File: src/rtl/bitpattern_generator.sv
// Serial thermometer-code generator: turns a requested ones-count into a
// right-justified run of 1s, shifting in one bit per clock under a start/done handshake.
module bitpattern_generator #(
  parameter int WIDTH = 8,
  parameter int CW    = $clog2(WIDTH + 1)
) (
  input  logic             clk,
  input  logic             reset,
  input  logic             start,
  input  logic [CW-1:0]    count,
  output logic             ready,
  output logic             done,
  output logic             err,
  output logic [WIDTH-1:0] pattern,
  output logic [1:0]       dbg_state
);

  typedef enum logic [1:0] {
    S_IDLE  = 2'd0,
    S_BUILD = 2'd1,
    S_DONE  = 2'd2
  } state_t;

  localparam logic [CW-1:0] WIDTH_C = CW'(WIDTH);

  state_t             state_q, state_d;
  logic [WIDTH-1:0]   pattern_q, pattern_d;
  logic [CW-1:0]      cnt_q, cnt_d;
  logic               err_q, err_d;
  logic               over_width;

  // Requests above WIDTH saturate and raise err.
  assign over_width = (count > WIDTH_C);

  always_comb begin
    state_d   = state_q;
    pattern_d = pattern_q;
    cnt_d     = cnt_q;
    err_d     = err_q;
    case (state_q)
      S_IDLE: begin
        if (start) begin
          pattern_d = '0;
          cnt_d     = over_width ? WIDTH_C : count;
          err_d     = over_width;
          state_d   = S_BUILD;
        end
      end
      S_BUILD: begin
        if (cnt_q != '0) begin
          pattern_d = {pattern_q[WIDTH-2:0], 1'b1};
          cnt_d     = cnt_q - 1'b1;
        end else begin
          state_d = S_DONE;
        end
      end
      S_DONE: begin
        // Start must drop before another request can be taken.
        if (!start) begin
          state_d = S_IDLE;
        end
      end
      default: begin
        state_d = S_IDLE;
      end
    endcase
  end

  always_ff @(posedge clk or posedge reset) begin
    if (reset) begin
      state_q   <= S_IDLE;
      pattern_q <= '0;
      cnt_q     <= '0;
      err_q     <= 1'b0;
    end else begin
      state_q   <= state_d;
      pattern_q <= pattern_d;
      cnt_q     <= cnt_d;
      err_q     <= err_d;
    end
  end

  assign ready     = (state_q == S_IDLE);
  assign done      = (state_q == S_DONE);
  assign err       = err_q;
  assign pattern   = pattern_q;
  assign dbg_state = state_q;

endmodule
File: config.mk
export PLATFORM = sky130hd
export DESIGN_NAME = bitpattern_generator
export DESIGN_NICKNAME = d
export VERILOG_FILES = /design/src/rtl/bitpattern_generator.sv
export SDC_FILE = /design/constraint.sdc
export NUM_CORES = 1
export LEC_CHECK = 0
export ABC_AREA = 1
export ABC_CLOCK_PERIOD_IN_PS = 2100
export BUFFER_PORTS_ARGS = -buffer_cell sky130_fd_sc_hd__buf_4
export CAP_MARGIN = 20
export CORE_UTILIZATION = 50
export CTS_CLUSTER_DIAMETER = 100
export DETAILED_ROUTE_END_ITERATION = 8
export GPL_TIMING_DRIVEN = 0
export PLACE_DENSITY = 0.88
export REMOVE_ABC_BUFFERS = 1
export SLEW_MARGIN = 30
export SYNTH_ARGS = -nofsm -noshare
export SYNTH_HDL_FRONTEND = slang
export SYNTH_SLANG_ARGS = --single-unit
export TNS_END_PERCENT = 30
File: constraint.sdc
create_clock -name clk -period 2.1 [get_ports clk]
set_input_delay 0.105 -clock clk [delete_from_list [all_inputs] [get_ports clk]]
set_output_delay 0.105 -clock clk [all_outputs]
set_load 0.03 [all_outputs]
# After elaboration in Yosys (flattened, before gate mapping)
# Index checks and enable logic that the tools add are counted.
# totals
regBits,15
latch_bits,0
ramBits,0
romBits,0
input_bits,7
word_cells,29
memories,0
# op_classes
n_addsub,1
multipliers,0
n_div,0
n_lt_le_gt_ge,1
eq_ne,6
shifts,0
muxes,11
n_bitwise,0
reduce_logical,6
# op_table
cell,count
two-way mux 8 bit,2
case mux 8 bit (2 select lines),1
two-way mux 4 bit,3
"inequality test 2 bit, second input constant",4
case mux 4 bit (2 select lines),1
two-way mux 2 bit,3
case mux 2 bit (3 select lines),1
AND reduction 3 bit,2
"greater-than comparator 4 bit, second input constant",1
nonzero test 4 bit,1
"subtractor 4 x 1 -> 4 bit, second input constant",1
"equality test 2 x 1 -> 1 bit, second input constant",1
"equality test 2 bit, second input constant",1
logical NOT 2 bit,1
AND reduction 2 bit,1
nonzero test 2 bit,1

# Depth between registers and ports, before layout
# Gate-level depths: netlist of the first run.
# depth
depth_word,4
mapped_depth,8

# Least setup slack after synthesis of the first run
# Ideal clock, no wire load.
# synth_path
path_kind,register to register
start,"reg state_q[1], in the netlist dbg_state[1]"
end,"reg pattern_q[1], in the netlist pattern[1]"
setup_ns,0.126
arrival_time_ns,1.338
t_required_ns,1.974
setup_slack_ns,0.636
stages_incl_launch_ff,6
n_path_buf,1
synth_period_minus_slack_ns,1.464
cell_sequence,dfrtp_1 -> nor2_2 -> nand2_4 -> nand2_4 -> buf_8 -> o22ai_1
# synth_via
elab_chain_len,3
word_cells_on_any_way,7
classes_between,3 x eq/ne; 1 x mux; 3 x reduce/logical
# synth_lines
element,line,rtl
"start, declared",26,"state_t state_q, state_d;"
"start signal, assigned",76,state_q <= state_d;
logical NOT 2 bit *,--,
via ready,11,"output logic ready,"
inequality test 2 bit (no line) / nonzero test 2 bit (equally long branches),--,
AND reduction 3 bit (no line),--,
"end signal, assigned",77,pattern_q <= pattern_d;
"end, declared",27,"logic [WIDTH-1:0] pattern_q, pattern_d;"
# Mark *: on every way through the listed nets, which the timed path passes. The rest lies on a longest branch.
# A chain may end at the register's enable or synchronous reset.

# Final worst setup path of the first run
# layout_path
start,reg cnt_q[0]
end,reg cnt_q[3]
# layout_via
elab_chain_len,3
word_cells_on_any_way,6
classes_between,1 x add/sub; 1 x eq/ne; 2 x mux; 2 x reduce/logical
# layout_lines
element,line,rtl
"start, declared",28,"logic [CW-1:0] cnt_q, cnt_d;"
"start signal, assigned",78,cnt_q <= cnt_d;
subtractor 4 x 1 -> 4 bit / nonzero test 4 bit (equally long branches),"52, 50",
two-way mux 4 bit / inequality test 2 bit (equally long branches),--,
case mux 4 bit (2 select lines) / AND reduction 3 bit (equally long branches),--,
# Several ways; a longest one is shown, not always the timed one. The select of a mux whose other input is x is not followed.

==> results of run 1 <==
[metrics by stage]
step	instance area, um^2	cells	hold slack, ns
final	902	120	0.0624
after global routing	902	120	0.0932
after CTS	902	120	0.0711
after detailed placement	865	115	0.191
after global placement	865	115	0.176
after floorplan	703	81	0.00648
[cell usage in the layout (no fill, tap or decap)]
cell,Yosys,routed
clkbuf_4,0,3
nor2_1,5,5
o21ai_0,7,7
dlygate4sd3_1,0,1
inv_1,17,17
o31ai_1,1,1
clkinv_2,0,1
nand2_1,15,15
nand3_1,9,9
nand2_4,3,3
ha_1,1,1
nor2_2,1,1
nor2_4,1,1
o22ai_1,6,6
dfrtp_1,15,15
buf_4,0,19
[cells in the mapped netlist (all sizes together)]
library cell  number  area (um^2)
nor2               7         36.3
o22ai              6         37.5
nand2             18         90.1
inv               17         63.8
o31ai              1         7.51
dfrtp             15          375
buf                2         26.3
o21ai              7         35.0
nand3              9         45.0
ha                 1         12.5
[area by class of cell]
cell class	instances	area share, %
clock buffer	3	2.50
clock inverter	1	0.555
inverter	17	7.07
multi-input combinational	49	29.3
sequential	15	41.6
tap	15	2.08
timing repair buffer	20	16.9
[tightest hold or removal path: stages]
cell,delay (ns)
buf_4,0.10
nand2_1,0.05
o21ai_0,0.06
[repair_timing]
item	4_1_cts	5_1_grt
endpoints found under the setup margin	0	0
hold buffers	1	0
hold endpoints to repair	15	0
[per-layer routing]
| metal | track usage [%] | part of all wire (%) | vias up |
|---|---|---|---|
| met2 | 42.7 | 53 | 21 |
| met5 | 0 | 0 | - |
| met4 | 2.50 | 0.61 | 0 |
| met1 | 24.4 | 41 | 298 |
| li1 | - | - | 311 |
| met3 | 8.33 | 5.2 | 4 |
[worst max-delay path by stage]
| stage | depth (start not counted) | start | to |
|---|---|---|---|
| floorplan | 4 | dbg_state[1] | pattern[0] |
| global placement | 7 | cnt_q[0] | cnt_q[3] |
| detailed placement | 7 | cnt_q[0] | cnt_q[3] |
| CTS | 7 | cnt_q[0] | cnt_q[3] |
| global route | 7 | cnt_q[0] | cnt_q[3] |
| finish | 7 | cnt_q[0] | cnt_q[3] |
[flip-flops by register name (all words and copies together) (netlist names)]
| name | flops |
|---|---|
| pattern | 8 |
| cnt_q | 4 |
| dbg_state | 2 |
| err | 1 |
[kinds of logic (layout without fill, tap and decap cells)]
group           Yosys count  after routing  share of synthesized area, %
buf+inv                  19             41                          12.3
fa+ha+maj                 1              1                          1.71
simple gates             34             34                          23.5
compound gates           14             14                          11.0
flops                    15             15                          51.5
==> out/results.tsv, run 1 <==
stage	metric	value	unit
floorplan	die-width	40.2	um
layout	multi_input_comb_area	264	um^2
critical_path	r2r_start	cnt_q[0]	
critical_path	start_kind	flop	
sta	finalCritPeriodShare	66.6	%
critical_path	critPathArrivalTime	1.58	ns
detailed_routing	drc	0	
min_path	hold_end	dbg_state[1]	
clocking	clockBufferDepth	2	
detailed_routing	ant_nets	0	
critical_path	critPathSlowestCell	dfrtp_1	
layout	drive_gt1_share	26.7	%
yosys	postSynthCellCount	83	
critical_path	cp_cell_sequence	inv_1 > ha_1 > nand3_1 > nand2_4 > nand2_4 > nand3_1 > nand2_1	
yosys	synth_seq_cells	15	
clocking	numCtsBuffers	3	
critical_path	crit_buf_inv	1	
sta	slew-limit-headroom	62.9	%
yosys	ys_warn_count	0	
floorplan	die_h	40.2	um
critical_path	cp-end-kind	flop	
layout	final_core_util	67.6	%
critical_path	cp_max_fo	14	
detailed_routing	first_pass_iters	4	
critical_path	path_class	reg -> reg	
clocking	cts.sinks	15	
layout	diodes	0	
min_path	min-delay-path-class	in -> reg	
clocking	clockRootBuffer	clkbuf_4	
detailed_routing	num_vias	634	
clocking	h-tree-depth	1	
sta	skew	0.0137	ns
placement	dp_slack	0.695	ns
floorplan	rows	13	
critical_path	reg2reg_depth	7	
job	maxCapViolCount	0	
sta	tns	0	ns
grt	first_global_vias	566	
critical_path	ff2ff_setup_slack	0.70	ns
sta	max_clock_freq	715	MHz
critical_path	required	2.29	ns
min_path	whs_path_depth	3	
placement	place_congestion	0.825	
grt	grt_overflow	0	
sta	drv_slew	0	
detailed_routing	drt_iter0_drc	15	
clocking	cts_resized	0	
sta	worstMarginPinSlew	0.556	ns
status	status	finished clean	
clocking	insertion_delay	0.29	ns
floorplan	start_util	54.7	%
grt	grt_max_degree	16	
clocking	cts_tree	done	
layout	final_nets	114	
floorplan	io_pins	20	
floorplan	dieArea	1620	um^2
grt	grtUsageTotal	22.6	%
floorplan	core	1330	um^2
sta	setup_violations	0	
clocking	cts_setup_buffers	0	
yosys	synth_area	729	um^2
detailed_routing	via_per_inst	5.28	
detailed_routing	wl_per_cell	12.2	um
critical_path	reg2reg_to	cnt_q[3]	
detailed_routing	wirelength	1470	um
critical_path	cpLargestDelayFamily	simple AND/OR/NAND/NOR gates	
yosys	ys_types	14	
sta	min_period	1.40	ns
sta	grt_setup_unrepaired	no	
grt	grt_pass1_wl	2330	um
critical_path	slowest_delay	0.39	ns
grt	antenna_found_initial	0	
sta	fin_ws	0.702	ns
layout	nFillCells	100	
placement	place_hpwl	1110	um
sta	final-hold-violation-count	0	
layout	synthToLayoutAreaGrowth	23.7	%
layout	seq_area	375	um^2
min_path	hold_start	start	
placement	io_buffers	19	
yosys	synth_area_per_cell	8.79	um^2
yosys	ys_seq_area_share	51.5	%
clocking	path_clk_slew	0.09	ns
Power of run 1 is left out: the tool's default activity adds up to more than one toggle a clock period on the data nets, which glitch-free logic cannot reach.
==> run 2, diff against run 1 <==
Settings changed: ABC_AREA 1 to 0, ABC_CLOCK_PERIOD_IN_PS 2100 to 1450, CORE_UTILIZATION 50 to 49, PLACE_DENSITY 0.88 to 0.87.
Clock period 2.1 ns to 1.45 ns, I/O delays scaled along.
==> run 2 against run 1 <==
The flow now finishes with violations (negative setup slack). Sequential cell count stayed put. Worst setup slack worse by 0.79 ns. Utilization is 8.5 points higher. Clock-buffer cell count stayed put. Critical path depth is 1 lower. Final area is 13% higher. Maximum frequency is 8.9% lower. Via count is 6.0% lower. Hold slack worse by 0.030 ns. Die area hardly changed.
==> out/results.tsv, run 2 <==
stage	metric	value	unit	change
placement	place_hpwl	1010	um	-8.9%
yosys	synth_edf_count	0		unchanged
floorplan	start_util	53.6	%	-1.1 points
clocking	insertion_delay	0.27	ns	-0.02 ns
floorplan	core	1330	um^2	unchanged
grt	grt_max_degree	16		unchanged
placement	dp_slack	-0.217	ns	-0.912 ns
critical_path	critPathArrivalTime	1.71	ns	+0.13 ns
placement	io_buffers	19		unchanged
floorplan	rows	13		unchanged
status	status	finished, violations left		
grt	antenna_found_initial	0		unchanged
job	maxCapViolCount	0		unchanged
power_and_ir_drop	ir_worst_vdd	1.48	mV	
sta	min_period	1.53	ns	+0.136 ns
sta	max_clock_freq	652	MHz	-8.9%
sta	worstMarginPinSlew	0.569	ns	+0.0128 ns
sta	final-hold-violation-count	0		unchanged
detailed_routing	drt_iter0_drc	11		-4
detailed_routing	ant_nets	0		unchanged
clocking	h-tree-depth	1		unchanged
clocking	clockBufferDepth	2		unchanged
critical_path	slowest_delay	0.39	ns	about the same
floorplan	die_h	40.2	um	about the same
yosys	ys_types	28		+14
clocking	numCtsBuffers	3		unchanged
clocking	cts.sinks	15		unchanged
yosys	synth_seq_cells	15		unchanged
sta	slew-limit-headroom	62.0	%	-0.85 points
yosys	synthTopCellsByCount	dfrtp_1, a22o_2, inv_1		
layout	largest_reg_flops	8		unchanged
placement	place_congestion	0.906		+9.8%
yosys	synthArstFlopShare	100	%	unchanged
placement	placed_cell_area	865	um^2	unchanged
sta	finalCritPeriodShare	106	%	+39 points
power_and_ir_drop	powerDensity	2630	nW/um^2	
detailed_routing	wl_per_cell	15.0	um	+23%
floorplan	die-width	40.2	um	about the same
detailed_routing	wirelength	1510	um	+3.1%
critical_path	cp-end-kind	flop		
floorplan	dieArea	1610	um^2	about the same
yosys	synth_ff_type	dfrtp_1		
layout	synthToLayoutAreaGrowth	42.2	%	
layout	final_nets	95		-17%
layout	drive_gt1_share	52.3	%	+26 points
layout	layout_commonest_cell	buf_4		
grt	first_global_vias	545		-3.7%
sta	skew	0.00262	ns	-0.0111 ns
detailed_routing	first_pass_iters	4		unchanged
clocking	path_clk_slew	0.09	ns	about the same
critical_path	required	1.62	ns	-0.67 ns
sta	setup_violations	9		+9
grt	grt_overflow	0		unchanged
critical_path	cp_cell_sequence	inv_2 > ha_4 > and4bb_4 > or2_4 > buf_12 > a22o_4		
detailed_routing	via_per_inst	5.90		+12%
yosys	yosys.area.top_type_share	52.5	%	+1.1 points
yosys	synth.most_common_cell	dfrtp_1		
status	violations	negative setup slack		
grt	grtUsageTotal	21.5	%	-1.0 points
critical_path	cp_max_fo	8		-6
yosys	ys_seq_area_share	52.5	%	+1.1 points
critical_path	critPathSlowestCell	dfrtp_1		
yosys	synth_area	714	um^2	-2.1%
yosys	yosysTopAreaCell	dfrtp_1		
power_and_ir_drop	power.leakage	0.481	nW	
layout	final_cell_mix	buf_4, dfrtp_1, a22o_4		
grt	grt_pass1_wl	2280	um	-1.8%
yosys	synth_area_per_cell	11.9	um^2	+35%
sta	drv_slew	0		unchanged
critical_path	path_class	reg -> reg		
layout	diodes	0		unchanged
yosys	postSynthCellCount	60		-28%
yosys	ys_warn_count	0		unchanged
floorplan	io_pins	20		unchanged
clocking	clockRootBuffer	clkbuf_4		
yosys	yosys-top-cells-area	dfrtp_1, a22o_2, a211oi_1		
clocking	cts_tree	done		
sta	fin_ws	-0.0845	ns	-0.786 ns
critical_path	start_kind	flop		
detailed_routing	num_vias	596		-6.0%
min_path	min-delay-path-class	in -> reg		
power_and_ir_drop	total_power	2.68	mW	
layout	finalInstanceArea	1020	um^2	+13%
sta	grt_setup_unrepaired	yes		
detailed_routing	drc	0		unchanged
[run 2: worst max-delay path: cells and delay by family (launching register included)]
family	cells	cell delay [ns]
AO/OA/AOI/OAI	1	0.23
adder cells (fa/ha/maj)	1	0.15
buffers and inverters	2	0.21
flip-flops	1	0.39
AND/OR/NAND/NOR	2	0.46
[run 2: what timing repair did]
item,CTS,global route
setup endpoints to repair,11,11
hold buffers,1,0
buffers inserted,3,0
pin swaps,10,0
gates resized for setup,15,0
hold endpoints to repair,15,0
[run 2: worst paths after layout]
kind                            slack (ns)  cells after the start  startpoint            to
worst min register to register        0.53                      1  pattern[7]    pattern[7]
max in group asynchronous             0.66                      3       reset    pattern[6]
min in group asynchronous             0.42                      3       reset           err
worst max-delay path                 -0.08                      6    cnt_q[1]    pattern[6]
worst max register to register       -0.08                      6    cnt_q[1]    pattern[6]
worst min-delay path                  0.03                      2       start  dbg_state[1]
[run 2: cells by family after synthesis]
group	synth area share (%)
AOI/OAI and AO/OA	25.9
and+or+nand+nor	14.0
DFF	52.5
buffers and inverters	4.20
muxes	1.58
adders and majority gates	1.75
[run 2: stage by stage]
stage	util, %	cells	hold WS [ns]	setup TNS (ns)
after floorplan	-	59	-0.0260	-0.353
after global placement	64.8	93	0.160	-1.42
after detailed placement	64.8	93	0.167	-1.59
after CTS	76.2	101	0.0283	-0.630
after global routing	76.2	101	0.0226	-1.38
final	76.2	101	0.0326	-0.664
[run 2: final cells by class]
type / instances / area, um^2
Timing Repair Buffer: 23 / 188
Clock inverter: 1 / 5.00
Clock buffer: 3 / 22.5
Fill cell: 90 / 318
Multi-Input combinational cell: 39 / 388
Tap cell: 15 / 18.8
Sequential cell: 15 / 375
Inverter: 5 / 18.8
[run 2: report_power, final]
group          total (mW)  leakage [nW]  internal, mW  switching (mW)
sequential          0.823         0.179         0.614           0.209
combinational        1.62         0.284         0.825           0.793
clock               0.236        0.0177         0.102           0.134
total                2.68         0.481          1.54            1.14
[run 2: routing by layer]
| layer | up-vias | GRT usage, % | wire length, um |
|---|---|---|---|
| met5 | - | 0 | 0 |
| met4 | 0 | 0 | 0 |
| met3 | 0 | 5.00 | 62 |
| met1 | 304 | 27.9 | 650 |
| met2 | 12 | 38.7 | 798 |
| li1 | 280 | - | - |
Note: power is estimated with default switching activity, not from simulation.
==> run 3, diff against run 2 <==
Settings changed: CTS_BUF_LIST from default to sky130_fd_sc_hd__clkbuf_16.
==> run 3 against run 2 <==
The flow still finishes with violations (negative setup slack). Total power increased by 4.7%. Maximum frequency about the same. Worst setup slack lost 0.0013 ns. First-iteration DRC count rose by 73%. Critical path depth down 1. Critical path type unchanged. Largest power group unchanged.
==> out/results.tsv, run 3 (synthesis gave the netlist of run 2 again) <==
stage	metric	value	unit	change
grt	grtUsageTotal	22.5	%	+0.92 points
grt	antenna_found_initial	0		unchanged
grt	grt_pass1_wl	2370	um	+3.6%
sta	slew-limit-headroom	61.9	%	-0.091 points
layout	seq_area	375	um^2	unchanged
floorplan	core	1330	um^2	unchanged
floorplan	rows	13		unchanged
floorplan	dieArea	1610	um^2	unchanged
placement	io_buffers	19		unchanged
floorplan	die_h	40.2	um	unchanged
placement	dp_slack	-0.217	ns	unchanged
layout	diodes	0		unchanged
critical_path	cp_cell_sequence	inv_2 > ha_4 > and4bb_4 > or2_4 > o32a_1		
clocking	numCtsBuffers	3		unchanged
clocking	cts.sinks	15		unchanged
layout	drive_gt1_share	54.0	%	+1.7 points
power_and_ir_drop	powerDensity	2760	nW/um^2	+4.9%
sta	skew	0.00163	ns	-0.000988 ns
floorplan	start_util	53.6	%	unchanged
layout	largest_reg_flops	8		unchanged
sta	min_period	1.54	ns	+0.00128 ns
sta	final-hold-violation-count	0		unchanged
clocking	clockBufferDepth	2		unchanged
layout	layout_commonest_cell	buf_4		
placement	place_inst	93		unchanged
critical_path	slowest_delay	0.39	ns	about the same
placement	placed_cell_area	865	um^2	unchanged
layout	final_cells	102		+0.99%
placement	place_congestion	0.906		unchanged
floorplan	io_pins	20		unchanged
sta	finalCritPeriodShare	106	%	about the same
critical_path	required	1.57	ns	-0.05 ns
layout	final_core_util	76.1	%	-0.094 points
layout	final_cell_mix	buf_4, dfrtp_1, a22o_2		
grt	first_global_vias	513		-5.9%
critical_path	cp-end-kind	flop		
layout	multi_input_comb_area	344	um^2	-11%
sta	fin_ws	-0.0858	ns	-0.00128 ns
job	maxCapViolCount	0		unchanged
power_and_ir_drop	power.leakage	0.481	nW	about the same
critical_path	critPathSlowestCell	dfrtp_1		
sta	setup_violations	7		-2
detailed_routing	ant_nets	0		unchanged
detailed_routing	drc	0		unchanged
critical_path	critPathArrivalTime	1.66	ns	-0.05 ns
sta	grt_setup_unrepaired	yes		
detailed_routing	num_vias	610		+2.3%
clocking	h-tree-depth	1		unchanged
layout	nFillCells	84		-6.7%
detailed_routing	first_pass_iters	4		unchanged
critical_path	cp_max_fo	6		-2
clocking	insertion_delay	0.24	ns	-0.03 ns
layout	final_nets	96		+1.1%
grt	grt_max_degree	16		unchanged
status	status	finished, violations left		
sta	max_clock_freq	651	MHz	about the same
min_path	min-delay-path-class	in -> reg		
detailed_routing	wirelength	1650	um	+9.3%
power_and_ir_drop	ir_worst_vdd	1.55	mV	+4.8%
clocking	clockRootBuffer	clkbuf_16		
power_and_ir_drop	total_power	2.80	mW	+4.7%
status	violations	negative setup slack		
clocking	path_clk_slew	0.05	ns	-0.04 ns
layout	synthToLayoutAreaGrowth	42.0	%	
layout	finalInstanceArea	1010	um^2	-0.12%
critical_path	path_class	reg -> reg		
placement	place_hpwl	1010	um	unchanged
critical_path	start_kind	flop		
floorplan	die-width	40.2	um	unchanged
grt	grt_overflow	0		unchanged
detailed_routing	via_per_inst	5.98		+1.3%
detailed_routing	wl_per_cell	16.2	um	+8.2%
detailed_routing	drt_iter0_drc	19		+8
clocking	cts_tree	done		
sta	drv_slew	0		unchanged
sta	worstMarginPinSlew	0.570	ns	+0.00136 ns
## run 3: power by group
part | switching [mW] | internal (mW)
Clock | 0.159 | 0.367
Combinational | 0.772 | 0.700
Sequential | 0.187 | 0.618
Total | 1.12 | 1.69
## run 3: cell type report
type / count / share of cell area [%]
inverter: 5 / 2.10
clock buffer: 3 / 7.40
sequential: 15 / 37.0
tap: 15 / 1.85
timing repair buffer: 23 / 17.3
multi-input combinational: 40 / 33.9
clock inverter: 1 / 0.493
## run 3: routing by layer
| metal | GRT usage [%] | routed length, um |
|---|---|---|
| met3 | 5.00 | 94 |
| met2 | 34.7 | 806 |
| met5 | 0 | 0 |
| met1 | 31.8 | 745 |
| met4 | 5.00 | 5 |
## run 3: repair_timing
action,CTS,global route
setup endpoints to repair,11,12
gates cloned,1,0
pin swaps,3,5
buffers inserted,3,0
gates resized for setup,9,2
hold endpoints to repair,15,0
hold buffers,1,0
## run 3: path summary, 6_finish.rpt
path                                end  cells past startpoint  slack (ns)  startpoint
min in group asynchronous      cnt_q[1]                      3        0.47       reset
hold / removal             dbg_state[1]                      2        0.08       start
setup / recovery               cnt_q[2]                      5       -0.09    cnt_q[1]
setup reg to reg               cnt_q[2]                      5       -0.09    cnt_q[1]
hold reg to reg              pattern[7]                      1        0.51  pattern[7]
max in group asynchronous    pattern[5]                      3        0.61       reset
## run 3: through the flow
step,hold slack [ns],TNS [ns]
detailed placement,0.167,-1.59
floorplan,-0.0260,-0.353
global route,0.0842,-0.734
finish,0.0825,-0.343
global placement,0.160,-1.42
CTS,0.0749,-0.0585
## run 3: critical path: cells and delay by family (launching register included)
kind	cells	cell delay, ns
flip-flops	1	0.39
AO/OA/AOI/OAI	1	0.30
adder cells (fa/ha/maj)	1	0.16
buffers and inverters	1	0.06
AND/OR/NAND/NOR	2	0.51
